File: src/rtl/branch_predictor.sv
// rtl/branch_predictor.sv - Direct-mapped BTB with 2-bit direction counters and branch/mispredict statistics
module branch_predictor #(
    parameter int IDX_BITS = 4
) (
    input  logic        clk,
    input  logic        reset_n,
    input  logic [31:0] pc_f,
    output logic        pred_hit,
    output logic        pred_taken,
    output logic [31:0] pred_target,
    input  logic        upd_valid,
    input  logic [31:0] upd_pc,
    input  logic        upd_taken,
    input  logic [31:0] upd_target,
    input  logic        upd_pred_taken,
    input  logic [31:0] upd_pred_tgt,
    output logic        mispredict,
    output logic [31:0] branch_cnt,
    output logic [31:0] miss_cnt
);
    localparam int ENTRIES  = 2 ** IDX_BITS;
    localparam int TAG_BITS = 30 - IDX_BITS;

    logic                valid_q  [ENTRIES];
    logic [TAG_BITS-1:0] tag_q    [ENTRIES];
    logic [1:0]          ctr_q    [ENTRIES];
    logic [31:0]         target_q [ENTRIES];
    logic [31:0]         branch_cnt_q, branch_cnt_d;
    logic [31:0]         miss_cnt_q, miss_cnt_d;

    logic [IDX_BITS-1:0] f_idx, u_idx;
    logic [TAG_BITS-1:0] f_tag, u_tag;
    logic                u_hit;
    logic [1:0]          u_ctr, u_ctr_d;
    logic                unused_pc_bits;

    assign unused_pc_bits = ^{pc_f[1:0], upd_pc[1:0]};

    assign f_idx = pc_f[IDX_BITS+1:2];
    assign f_tag = pc_f[31:IDX_BITS+2];
    assign u_idx = upd_pc[IDX_BITS+1:2];
    assign u_tag = upd_pc[31:IDX_BITS+2];

    // Lookup reads stored state only, so a same-cycle update is not bypassed.
    assign pred_hit    = valid_q[f_idx] && (tag_q[f_idx] == f_tag);
    assign pred_taken  = pred_hit && ctr_q[f_idx][1];
    assign pred_target = pred_taken ? target_q[f_idx] : pc_f + 32'd4;

    assign u_hit = valid_q[u_idx] && (tag_q[u_idx] == u_tag);
    assign u_ctr = ctr_q[u_idx];

    always_comb begin
        u_ctr_d = u_ctr;
        if (upd_taken) begin
            if (u_ctr != 2'b11) u_ctr_d = u_ctr + 2'd1;
        end else begin
            if (u_ctr != 2'b00) u_ctr_d = u_ctr - 2'd1;
        end
    end

    // Judged against the prediction carried with the branch, not the current table.
    assign mispredict = upd_valid &&
                        ((upd_taken != upd_pred_taken) ||
                         (upd_taken && upd_pred_taken && (upd_target != upd_pred_tgt)));

    assign branch_cnt_d = branch_cnt_q + {31'd0, upd_valid};
    assign miss_cnt_d   = miss_cnt_q + {31'd0, mispredict};

    always_ff @(posedge clk or negedge reset_n) begin
        if (!reset_n) begin
            for (int i = 0; i < ENTRIES; i++) begin
                valid_q[i]  <= 1'b0;
                tag_q[i]    <= '0;
                ctr_q[i]    <= 2'b01;
                target_q[i] <= 32'd0;
            end
            branch_cnt_q <= 32'd0;
            miss_cnt_q   <= 32'd0;
        end else begin
            branch_cnt_q <= branch_cnt_d;
            miss_cnt_q   <= miss_cnt_d;
            if (upd_valid) begin
                if (u_hit) begin
                    ctr_q[u_idx] <= u_ctr_d;
                    if (upd_taken) target_q[u_idx] <= upd_target;
                end else if (upd_taken) begin
                    valid_q[u_idx]  <= 1'b1;
                    tag_q[u_idx]    <= u_tag;
                    ctr_q[u_idx]    <= 2'b10;
                    target_q[u_idx] <= upd_target;
                end
            end
        end
    end

    assign branch_cnt = branch_cnt_q;
    assign miss_cnt   = miss_cnt_q;
endmodule

File: config.mk
export PLATFORM = sky130hd
export DESIGN_NAME = branch_predictor
export DESIGN_NICKNAME = d
export VERILOG_FILES = /design/src/rtl/branch_predictor.sv
export SDC_FILE = /design/constraint.sdc
export NUM_CORES = 2
export LEC_CHECK = 0
export BUFFER_PORTS_ARGS = -buffer_cell sky130_fd_sc_hd__buf_4
export CORE_ASPECT_RATIO = 0.7
export CORE_MARGIN = 3
export CORE_UTILIZATION = 62
export DETAILED_ROUTE_END_ITERATION = 10
export GPL_TIMING_DRIVEN = 1
export PLACE_DENSITY = 0.82
export REMOVE_ABC_BUFFERS = 1
export SLEW_MARGIN = 20
export SYNTH_ARGS = -nofsm -noshare
export SYNTH_HDL_FRONTEND = slang
export SYNTH_SLANG_ARGS = --single-unit
File: constraint.sdc
create_clock -name clk -period 4.35 [get_ports clk]
set_clock_uncertainty 0.1 [all_clocks]
set_input_delay 0.2175 -clock clk [delete_from_list [all_inputs] [get_ports clk]]
set_output_delay 0.2175 -clock clk [all_outputs]
set_load 0.1 [all_outputs]
==> flow_metrics.env <==
export IMPL_synth_warnings=0
export IMPL_nFillCells=5197
export IMPL_area_growth_syn_to_layout_pct=15.2
export IMPL_drt_total_wl_um=160000
export IMPL_violations="negative setup slack"
export IMPL_ys_seq_area_frac=0.481
export IMPL_via_count=35400
export IMPL_powerDensity_nw_per_um2=450
export IMPL_path_class="flip-flop to primary output"
export IMPL_cts_sinks=1040
export IMPL_grt_pass1_vias=35900
export IMPL_root_buffer="clkbuf_16"
export IMPL_regArea_um2=26000
export IMPL_cp_data_arrival_time_ns=4.11
export IMPL_critPathRequiredTime_ns=4.03
export IMPL_relSlewSlack=0.328
export IMPL_fin_crit_ns=4.43
export IMPL_r2r_cells=10
export IMPL_grt_busiest_layer="met1"
export IMPL_startpoint_type="flip-flop"
export IMPL_synth_cells=3592
export IMPL_mostFrequentLayoutCells="dfrtp_1 (1,024), mux2_2 (743), mux4_2 (359), buf_4 (349), mux2_4 (200)"
export IMPL_grt_start_max_net_pins=118
export IMPL_drive_gt1_frac=0.506
export IMPL_setup_slack_ns=-0.0788
export IMPL_synth_edf_count=0
export IMPL_dp_cells=4851
export IMPL_hold_depth=4
export IMPL_ant_nets=0
export IMPL_clk_insertion_delay_late_ns=0.72
export IMPL_fin_util=0.723
export IMPL_end_kind="primary output"
export IMPL_core_region_area_um2=86400
export IMPL_antenna_found_initial=9
export IMPL_drc=0
export IMPL_htree_num_levels=3
export IMPL_globalRouteTotalUtil=0.353
export IMPL_wl_per_cell_um=31.3
export IMPL_stdcell_area_um2=62400
export IMPL_fmax_mhz=226
export IMPL_dpl_instance_area_um2=58000
export IMPL_cellLeakagePower_nw=27.9
export IMPL_vdd_ir_drop_max_mv=0.406
export IMPL_min_to="ctr_q[6]"
export IMPL_layout_commonest_cell="dfrtp_1"
export IMPL_ys_async_sr_fraction=1.00
export IMPL_via_per_inst=6.93
export IMPL_hold_viol=0
export IMPL_rows=90
export IMPL_clk_path_buf_depth=3
export IMPL_cts_tree="yes"
export IMPL_dr_pass1_iters=6
export IMPL_maxSlewViolCount=0
export IMPL_io_buffers=229
export IMPL_final_nets=4010
export IMPL_status="finished with violations"
export IMPL_overflow=0
export IMPL_die_x_um=359
export IMPL_cts_clk_slew_worst_paths_ns=0.07
export IMPL_r2r_end="tag_q[380]"
export IMPL_gr_usage_met1=0.509
export IMPL_met3_usage=0.136
export IMPL_min_from="upd_taken"
export IMPL_dieArea_um2=91000
export IMPL_ios=232
export IMPL_crit_path_max_fanout=8
export IMPL_avgSynthCellArea_um2=15.1
export IMPL_grt_pass1_wl_um=239000
export IMPL_fp_dieH_um=253
export IMPL_min_period_over_period=1.02
export IMPL_synth_flop_cell="dfrtp_1"
export IMPL_r2r_start="tag_q[325]"
export IMPL_start_util=0.627
export IMPL_layout_cells_non_filler=5103
export IMPL_netlist_cell_type_count=73
export IMPL_cts_buffers=98
export IMPL_synth_seq_cells=1040
export IMPL_rsz0062_at_grt="yes"
export IMPL_worst_pin_slew_ns=1.01
export IMPL_grtUsageMet2=0.500
export IMPL_gp_congestion=0.936
export IMPL_maxCapViolations=0
export IMPL_setup_viol=32
export IMPL_multi_input_area_um2=26500
export IMPL_rrSetupSlack_ns=0.39
export IMPL_first_iter_violations=4270
export IMPL_synth_area_um2=54200
export IMPL_hp_class="input port to flip-flop"
export IMPL_place_hpwl_um=102000
==> per-layer routing <==
layer / part of all wire / vias up / wire [µm]
li1: - / 14100 / -
met5: 0.00063 / - / 101
met3: 0.13 / 363 / 21100
met4: 0.032 / 14 / 5120
met1: 0.40 / 18700 / 64400
met2: 0.43 / 2170 / 69300
==> where the power goes <==
| group | leakage, nW | internal [W] | switching [W] |
|---|---|---|---|
| clock | 1.58 | 0.00485 | 0.00395 |
| sequential | 13.3 | 0.0115 | 0.00132 |
| combinational | 13.1 | 0.00352 | 0.00295 |
==> through the flow <==
stage | setup slack [ns] | total power (W) | hold WS [ns] | setup TNS (ns)
5_1_grt | -0.113 | 0.0290 | 0.0854 | -2.93
3_3_place_gp | 0.0441 | 0.0187 | 0.259 | 0
4_1_cts | -0.124 | 0.0279 | 0.0347 | -1.67
2_1_floorplan | -2.06 | 0.0167 | -0.178 | -543.89
6_report | -0.0788 | 0.0281 | 0.0821 | -1.38
3_5_place_dp | 0.0547 | 0.0190 | 0.271 | 0
==> synthesized netlist by cell type (4+ instances only) <==
library cell / instances / share of area
mux4_2: 359 / 0.15
and4_1: 10 / 0.0016
a21oi_1: 25 / 0.0023
xor2_1: 38 / 0.0061
a22oi_1: 13 / 0.0018
a31oi_1: 5 / 0.00058
buf_2: 37 / 0.0034
or2_1: 9 / 0.0010
clkbuf_1: 185 / 0.013
o21ai_0: 12 / 0.0011
or2_2: 11 / 0.0013
and3_1: 28 / 0.0032
a22o_1: 5 / 0.00081
a211oi_1: 7 / 0.00097
mux2_1: 49 / 0.010
nor4_1: 7 / 0.00081
and2_1: 7 / 0.00081
nor2b_1: 12 / 0.0014
buf_4: 25 / 0.0035
mux2_2: 743 / 0.15
a31o_2: 14 / 0.0023
dfstp_2: 16 / 0.0078
nor2_1: 56 / 0.0039
buf_6: 43 / 0.0089
o22ai_1: 21 / 0.0024
nand4_1: 31 / 0.0036
nand3_1: 48 / 0.0044
mux2_4: 200 / 0.055
ha_1: 6 / 0.0014
nand2_1: 80 / 0.0055
xnor2_1: 121 / 0.020
dfrtp_1: 1024 / 0.47
nand2b_1: 22 / 0.0025
buf_1: 37 / 0.0026
nor3_1: 12 / 0.0011
o32ai_1: 4 / 0.00065
mux2i_1: 155 / 0.029
inv_1: 21 / 0.0015
a21oi_4: 16 / 0.0048
a41oi_1: 27 / 0.0044
==> worst max-delay path by stage <==
| stage | end | startpoint | slack, ns |
|---|---|---|---|
| floorplan | pred_taken | tag_q[211] | -2.06 |
| global placement | pred_target[11] | pc_f[2] | 0.04 |
| detailed placement | pred_target[11] | pc_f[2] | 0.05 |
| CTS | pred_target[26] | tag_q[1] | -0.12 |
| global route | pred_target[9] | tag_q[215] | -0.11 |
| finish | pred_target[9] | tag_q[1] | -0.08 |
==> worst max-delay path: stages (launching register included) <==
cell     delay (ns)
dfrtp_1        0.40
mux4_2         0.48
mux4_2         0.57
xnor2_4        0.22
or4bb_1        0.42
or4_4          0.53
buf_12         0.23
mux2_4         0.35
buf_12         0.17
==> cells by family after synthesis <==
family / synth area share
flip-flops: 0.481
AO/OA/AOI/OAI: 0.0270
adder cells (fa/ha/maj): 0.00175
XOR/XNOR: 0.0257
buffers and inverters: 0.0334
AND/OR/NAND/NOR: 0.0337
multiplexers: 0.398
==> area by class of cell <==
type / count / area share
Sequential cell: 1040 / 0.417
Timing Repair Buffer: 508 / 0.0822
Multi-Input combinational cell: 2201 / 0.424
Clock inverter: 32 / 0.00617
Tap cell: 1150 / 0.0230
Antenna cell: 3 / 0.000120
Clock buffer: 147 / 0.0456
Inverter: 22 / 0.00132
==> state kept, by name (all words and copies together), names as in the netlist <==
name        cells
valid_q        16
target_q      512
miss_cnt       32
tag_q         416
ctr_q          32
branch_cnt     32
==> what timing repair did <==
| item | 4_1_cts | 5_1_grt |
|---|---|---|
| setup buffers | 7 | 2 |
| gates resized for setup | 100 | 12 |
| setup endpoints to repair | 32 | 32 |
| cloned | 2 | 0 |
| hold buffers | 60 | 0 |
| hold endpoints to repair | 1006 | 0 |
Note: power is estimated with default switching activity, not from simulation.
